`config.mk`:
```
export PLATFORM = sky130hd
export DESIGN_NAME = tick_scheduler
export DESIGN_NICKNAME = d
export VERILOG_FILES = /design/src/rtl/tick_sched_pkg.sv /design/src/rtl/tick_gap_monitor.sv /design/src/rtl/tick_scheduler.sv
export SDC_FILE = /design/constraint.sdc
export NUM_CORES = 1
export LEC_CHECK = 0
export BUFFER_PORTS_ARGS = -buffer_cell sky130_fd_sc_hd__buf_4
export CORE_UTILIZATION = 55
export DETAILED_ROUTE_END_ITERATION = 12
export HOLD_SLACK_MARGIN = 0.02
export PLACE_DENSITY = 0.71
export SETUP_SLACK_MARGIN = 0.4
export SYNTH_ARGS = -nofsm -noshare
export SYNTH_HDL_FRONTEND = slang
export SYNTH_HIERARCHICAL = 1
export SYNTH_SLANG_ARGS = --single-unit
```
`constraint.sdc`:
```
create_clock -name clk -period 2 [get_ports clk]
set_input_delay 0.2 -clock clk [delete_from_list [all_inputs] [get_ports clk]]
set_output_delay 0.2 -clock clk [all_outputs]
set_load 0.02 [all_outputs]
```
`src/rtl/tick_sched_pkg.sv`:
```
// Shared types and helpers for the tick scheduler.
// State encoding for the request FSM and the gap counter saturation value.
package tick_sched_pkg;

  typedef enum logic [1:0] {
    IDLE = 2'd0,
    REQ  = 2'd1,
    ERR  = 2'd2
  } state_t;

  // Largest value a gap counter of the given width can hold.
  function automatic int unsigned gap_max(input int unsigned bits);
    return (32'd1 << bits) - 32'd1;
  endfunction

endpackage

```
`src/rtl/tick_gap_monitor.sv`:
```
// Inter-tick gap monitor: a saturating cycle counter that is reloaded on
// every tick, and a one-cycle glitch pulse for ticks that arrive fewer than
// MIN_GAP cycles after the previous one. Reset saturates the counter so the
// first tick afterwards can never glitch.
module tick_gap_monitor
  import tick_sched_pkg::*;
#(
  parameter int MIN_GAP  = 8,
  parameter int GAP_BITS = 14
) (
  input  logic clk,
  input  logic rst,
  input  logic tick,
  output logic glitch
);

  localparam int unsigned GAP_MAX = gap_max(GAP_BITS);
  localparam logic [GAP_BITS-1:0] GAP_SAT = GAP_MAX[GAP_BITS-1:0];
  // The counter reads distance-1 at the second tick, hence MIN_GAP-1.
  localparam logic [GAP_BITS-1:0] GAP_THR = GAP_BITS'(MIN_GAP - 1);

  logic [GAP_BITS-1:0] gap;

  // Count cycles since the last tick (saturating) and flag short gaps.
  always_ff @(posedge clk or posedge rst) begin
    if (rst) begin
      gap    <= GAP_SAT;
      glitch <= 1'b0;
    end else begin
      glitch <= tick && (gap < GAP_THR);
      if (tick) begin
        gap <= '0;
      end else if (gap != GAP_SAT) begin
        gap <= gap + GAP_BITS'(1);
      end
    end
  end

endmodule

```
`src/rtl/tick_scheduler.sv`:
```
// Tick scheduler: counts TICKS_PER_REQ upstream ticks, then raises a level
// request and waits for ack. If ACK_TIMEOUT ticks pass without ack it parks
// in ERR with a sticky timeout until clr. A gap monitor flags ticks that
// arrive too close together. All outputs are registered.
// Optional build macro: TICK_SCHED_ASSERT_EN adds concurrent assertions.
module tick_scheduler
  import tick_sched_pkg::*;
#(
  parameter int TICKS_PER_REQ = 4,
  parameter int TICK_BITS     = 3,
  parameter int ACK_TIMEOUT   = 2,
  parameter int MIN_GAP       = 8,
  parameter int GAP_BITS      = 14
) (
  input  logic                 clk,
  input  logic                 rst,
  input  logic                 tick,
  input  logic                 ack,
  input  logic                 clr,
  output logic                 req,
  output logic                 busy,
  output logic                 timeout,
  output logic                 glitch,
  output logic [TICK_BITS-1:0] tick_cnt
);

  localparam logic [TICK_BITS-1:0] LAST_TICK = TICK_BITS'(TICKS_PER_REQ - 1);
  localparam logic [TICK_BITS-1:0] LAST_WAIT = TICK_BITS'(ACK_TIMEOUT - 1);
  // A tick coinciding with ack opens the next window; with a one-tick window
  // it cannot be carried, since the counter must stay below TICKS_PER_REQ.
  localparam logic [TICK_BITS-1:0] ACK_TICK_CNT =
    TICK_BITS'((TICKS_PER_REQ > 1) ? 1 : 0);

  state_t               state, state_n;
  logic [TICK_BITS-1:0] tick_cnt_n;
  logic [TICK_BITS-1:0] wait_cnt, wait_cnt_n;

  tick_gap_monitor #(
    .MIN_GAP  (MIN_GAP),
    .GAP_BITS (GAP_BITS)
  ) u_gap (
    .clk    (clk),
    .rst    (rst),
    .tick   (tick),
    .glitch (glitch)
  );

  // Next-state and counter update for the request handshake.
  always_comb begin
    state_n    = state;
    tick_cnt_n = tick_cnt;
    wait_cnt_n = wait_cnt;
    case (state)
      IDLE: begin
        if (tick) begin
          if (tick_cnt == LAST_TICK) begin
            state_n    = REQ;
            tick_cnt_n = '0;
            wait_cnt_n = '0;
          end else begin
            tick_cnt_n = tick_cnt + TICK_BITS'(1);
          end
        end
      end
      REQ: begin
        if (ack) begin
          state_n    = IDLE;
          tick_cnt_n = tick ? ACK_TICK_CNT : '0;
          wait_cnt_n = '0;
        end else if (tick) begin
          if (wait_cnt == LAST_WAIT) begin
            state_n    = ERR;
            tick_cnt_n = '0;
            wait_cnt_n = '0;
          end else begin
            wait_cnt_n = wait_cnt + TICK_BITS'(1);
          end
        end
      end
      ERR: begin
        tick_cnt_n = '0;
        wait_cnt_n = '0;
        if (clr) begin
          state_n = IDLE;
        end
      end
      default: begin
        state_n    = IDLE;
        tick_cnt_n = '0;
        wait_cnt_n = '0;
      end
    endcase
  end

  // State, counters and registered outputs derived from the next state.
  always_ff @(posedge clk or posedge rst) begin
    if (rst) begin
      state    <= IDLE;
      tick_cnt <= '0;
      wait_cnt <= '0;
      req      <= 1'b0;
      busy     <= 1'b0;
      timeout  <= 1'b0;
    end else begin
      state    <= state_n;
      tick_cnt <= tick_cnt_n;
      wait_cnt <= wait_cnt_n;
      req      <= (state_n == REQ);
      busy     <= (state_n != IDLE);
      timeout  <= (state_n == ERR);
    end
  end

`ifdef TICK_SCHED_ASSERT_EN
  a_req_no_timeout: assert property (@(posedge clk) disable iff (rst)
    req |-> !timeout);
  a_glitch_single: assert property (@(posedge clk) disable iff (rst)
    glitch |=> !glitch);
  a_tick_cnt_range: assert property (@(posedge clk) disable iff (rst)
    tick_cnt < TICK_BITS'(TICKS_PER_REQ));
  a_liveness: assert property (@(posedge clk)
    (always (s_eventually rst)) or (s_eventually always (!busy s_until req)));
`endif

endmodule

```
==> flow_summary.toml <==
[sta]
fin_crit_ns = 1.59
fin_setup_tns_ns = 0
period_share_pct = 79.5
setup_viol = 0
rsz0062_at_grt = "yes"
worst_hold_slack_ns = 0.156
final_hold_viol_count = 0
max_slew_margin_pct = 63.4
tightest_slew_ns = 0.548
skew_ns = 0.00968
clock.fmax_mhz = 629
drv_slew = 0
worst_slack_ns = 0.409

[final_layout]
antenna_cells = 0
final_cell_mix = "29 x buf_4, 17 x nor2_1, 14 x dfstp_2"
final_nets = 177
final_layout_size_suffix_gt1_share_pct = 42.0
layout-area-overhead-vs-synth_pct = 27.4
final_common_cell = "buf_4"

[setup_path]
setup.worst_path.start_class = "register"
path_class = "register to register"
worstPathArrival_ns = 1.85
worst_setup_path_end_kind = "register"
cp_max_fo = 8
crit_required_ns = 2.26

[synthesis]
async_flop_share_pct = 100
synth_cell_types = 47
postSynthCellCount = 140
yosysWarnings = 6
synth_flop_cell = "dfstp_2"
ys_seq_elements = 26
synth_nets = 147
syn_area_um2 = 1420
syn_avg_cell_area_um2 = 10.2
synth-seq-area-share_pct = 47.0
synth_edf_count = 0

[clocking]
clk-insertion-delay-late_ns = 0.33
cts.sinks = 26
cts_root_buf = "clkbuf_4"
cts_buffers = 3
cts_tree = "done"
cts.path.max_buffers = 2
ctsHtreeMaxLevel = 1
clkTransAtPathRegs_ns = 0.15

[power_and_ir_drop]
max-vdd-ir-drop_mv = 0.728
finalPower_mw = 1.48
powerDensity_nw_per_um2 = 818
leakagePower_nw = 0.748

[floorplanning]
core_area_um2 = 2450
ios = 12
dieArea_um2 = 2790
die-width_um = 52.9
initial_utilization_pct = 58.0
rows = 18
die_y_um = 52.9

[status]
status = "finished, final reports clean"

[drt]
detail_route.wl_per_cell_um = 16.1
dr.pass1.iters = 4
drtIter0Drc = 41
routed_wl_um = 3200
drc = 0
antenna_left = 0
drt-vias-per-instance = 6.07
vias = 1207

[placed_design]
place_hpwl_um = 1940
port_buffers = 11
place_congestion = 0.898
dp_slack_ns = 0.165

[global_routing]
grt_pass1_vias = 991
grt.overflow.total = 0
antenna_found_initial = 0
grt_pass1_wl_um = 4490
grt_max_degree = 27
grt.total_usage_pct = 22.3

[run]
max_cap_viol_count = 0

[hold_path]
hp-class = "primary input to register"
==> critical path, stage by stage (launching register included) <==
cell,delay [ns]
dfstp_2,0.63
nand3_4,0.15
nor4_4,0.29
buf_4,0.19
or2_4,0.19
o31ai_2,0.08
==> layer usage <==
layer,global-route usage (%),wire length [µm]
met2,31.2,1510
met1,32.6,1490
met5,0,0
met3,3.16,146
met4,12.3,49
==> cells in the mapped netlist, types with 3 or more instances <==
cell type   n  area [µm²]
dfstp_2    14         368
clkbuf_1    3        11.3
nand2_1     7        26.3
nor4_1      4        25.0
nand2b_1    4        25.0
xor2_1      3        26.3
dfrtp_1    12         300
a31oi_1     3        18.8
o31ai_1     5        37.5
a21oi_1     5        25.0
o21ai_0    15        75.1
nand3_1     3        15.0
nand4_1     3        18.8
nor2_1     17        63.8
inv_1       3        11.3
==> stage by stage <==
| stage | cells | area, µm² | utilization, % |
|---|---|---|---|
| 6_report | 199 | 1810 | 73.8 |
| 5_1_grt | 199 | 1810 | 73.8 |
| 4_1_cts | 184 | 1650 | 67.2 |
| 3_5_place_dp | 176 | 1530 | 62.1 |
| 3_3_place_gp | 176 | 1530 | 62.1 |
| 2_1_floorplan | 140 | 1430 | - |
==> report_power, final <==
| part | internal [mW] | total (mW) | switching [mW] |
|---|---|---|---|
| Sequential | 0.595 | 0.660 | 0.0644 |
| Combinational | 0.222 | 0.454 | 0.232 |
| Clock | 0.203 | 0.367 | 0.165 |
| Total | 1.02 | 1.48 | 0.461 |
==> logic make-up after synthesis <==
kind of cell / synth area share, %
AO/OA/AOI/OAI: 18.3
XOR/XNOR: 3.08
multiplexers: 1.50
buffers and inverters: 2.46
adder cells (fa/ha/maj): 1.76
flip-flops: 47.0
AND/OR/NAND/NOR: 25.9
==> final cells by class <==
| cell class | instances | area, µm² |
|---|---|---|
| clock buffers | 3 | 22.5 |
| fillers | 171 | 643 |
| flip-flops and latches | 26 | 669 |
| inverters | 3 | 11.3 |
| well taps | 30 | 37.5 |
| repair buffers | 30 | 228 |
| multi-input cells | 106 | 813 |
| clock inverters | 1 | 30.0 |
==> path summary, 6_finish.rpt <==
kind                                     startpoint                   endpoint  slack (ns)  depth (start not counted)
max                        u_gap/gap[4]$_DFFE_PP1P_   u_gap/gap[8]$_DFFE_PP1P_        0.41                          5
min                                             clr         state[1]$_DFF_PP0_        0.16                          3
max reg2reg                u_gap/gap[4]$_DFFE_PP1P_   u_gap/gap[8]$_DFFE_PP1P_        0.41                          5
min reg2reg                u_gap/gap[1]$_DFFE_PP1P_   u_gap/gap[1]$_DFFE_PP1P_        0.52                          2
max in group asynchronous                       rst  u_gap/gap[12]$_DFFE_PP1P_        1.17                          3
min in group asynchronous                       rst    wait_cnt[2]$_DFFE_PP0P_        0.40                          3
==> flip-flops by register name, indices dropped and copies added, names as in the netlist <==
| name | cells |
|---|---|
| u_gap/glitch | 1 |
| tick_cnt | 3 |
| wait_cnt | 3 |
| req | 1 |
| timeout | 1 |
| u_gap/gap | 14 |
| state | 2 |
| busy | 1 |
==> what timing repair did <==
action                                  CTS  global route
gates resized for setup                   7            11
buffers inserted                          3            15
endpoints found under the setup margin   15            14
hold buffers                              1             0
endpoints found under the hold margin    12             0
pin swaps                                 1             8
Note: power is estimated with default switching activity, not from simulation.
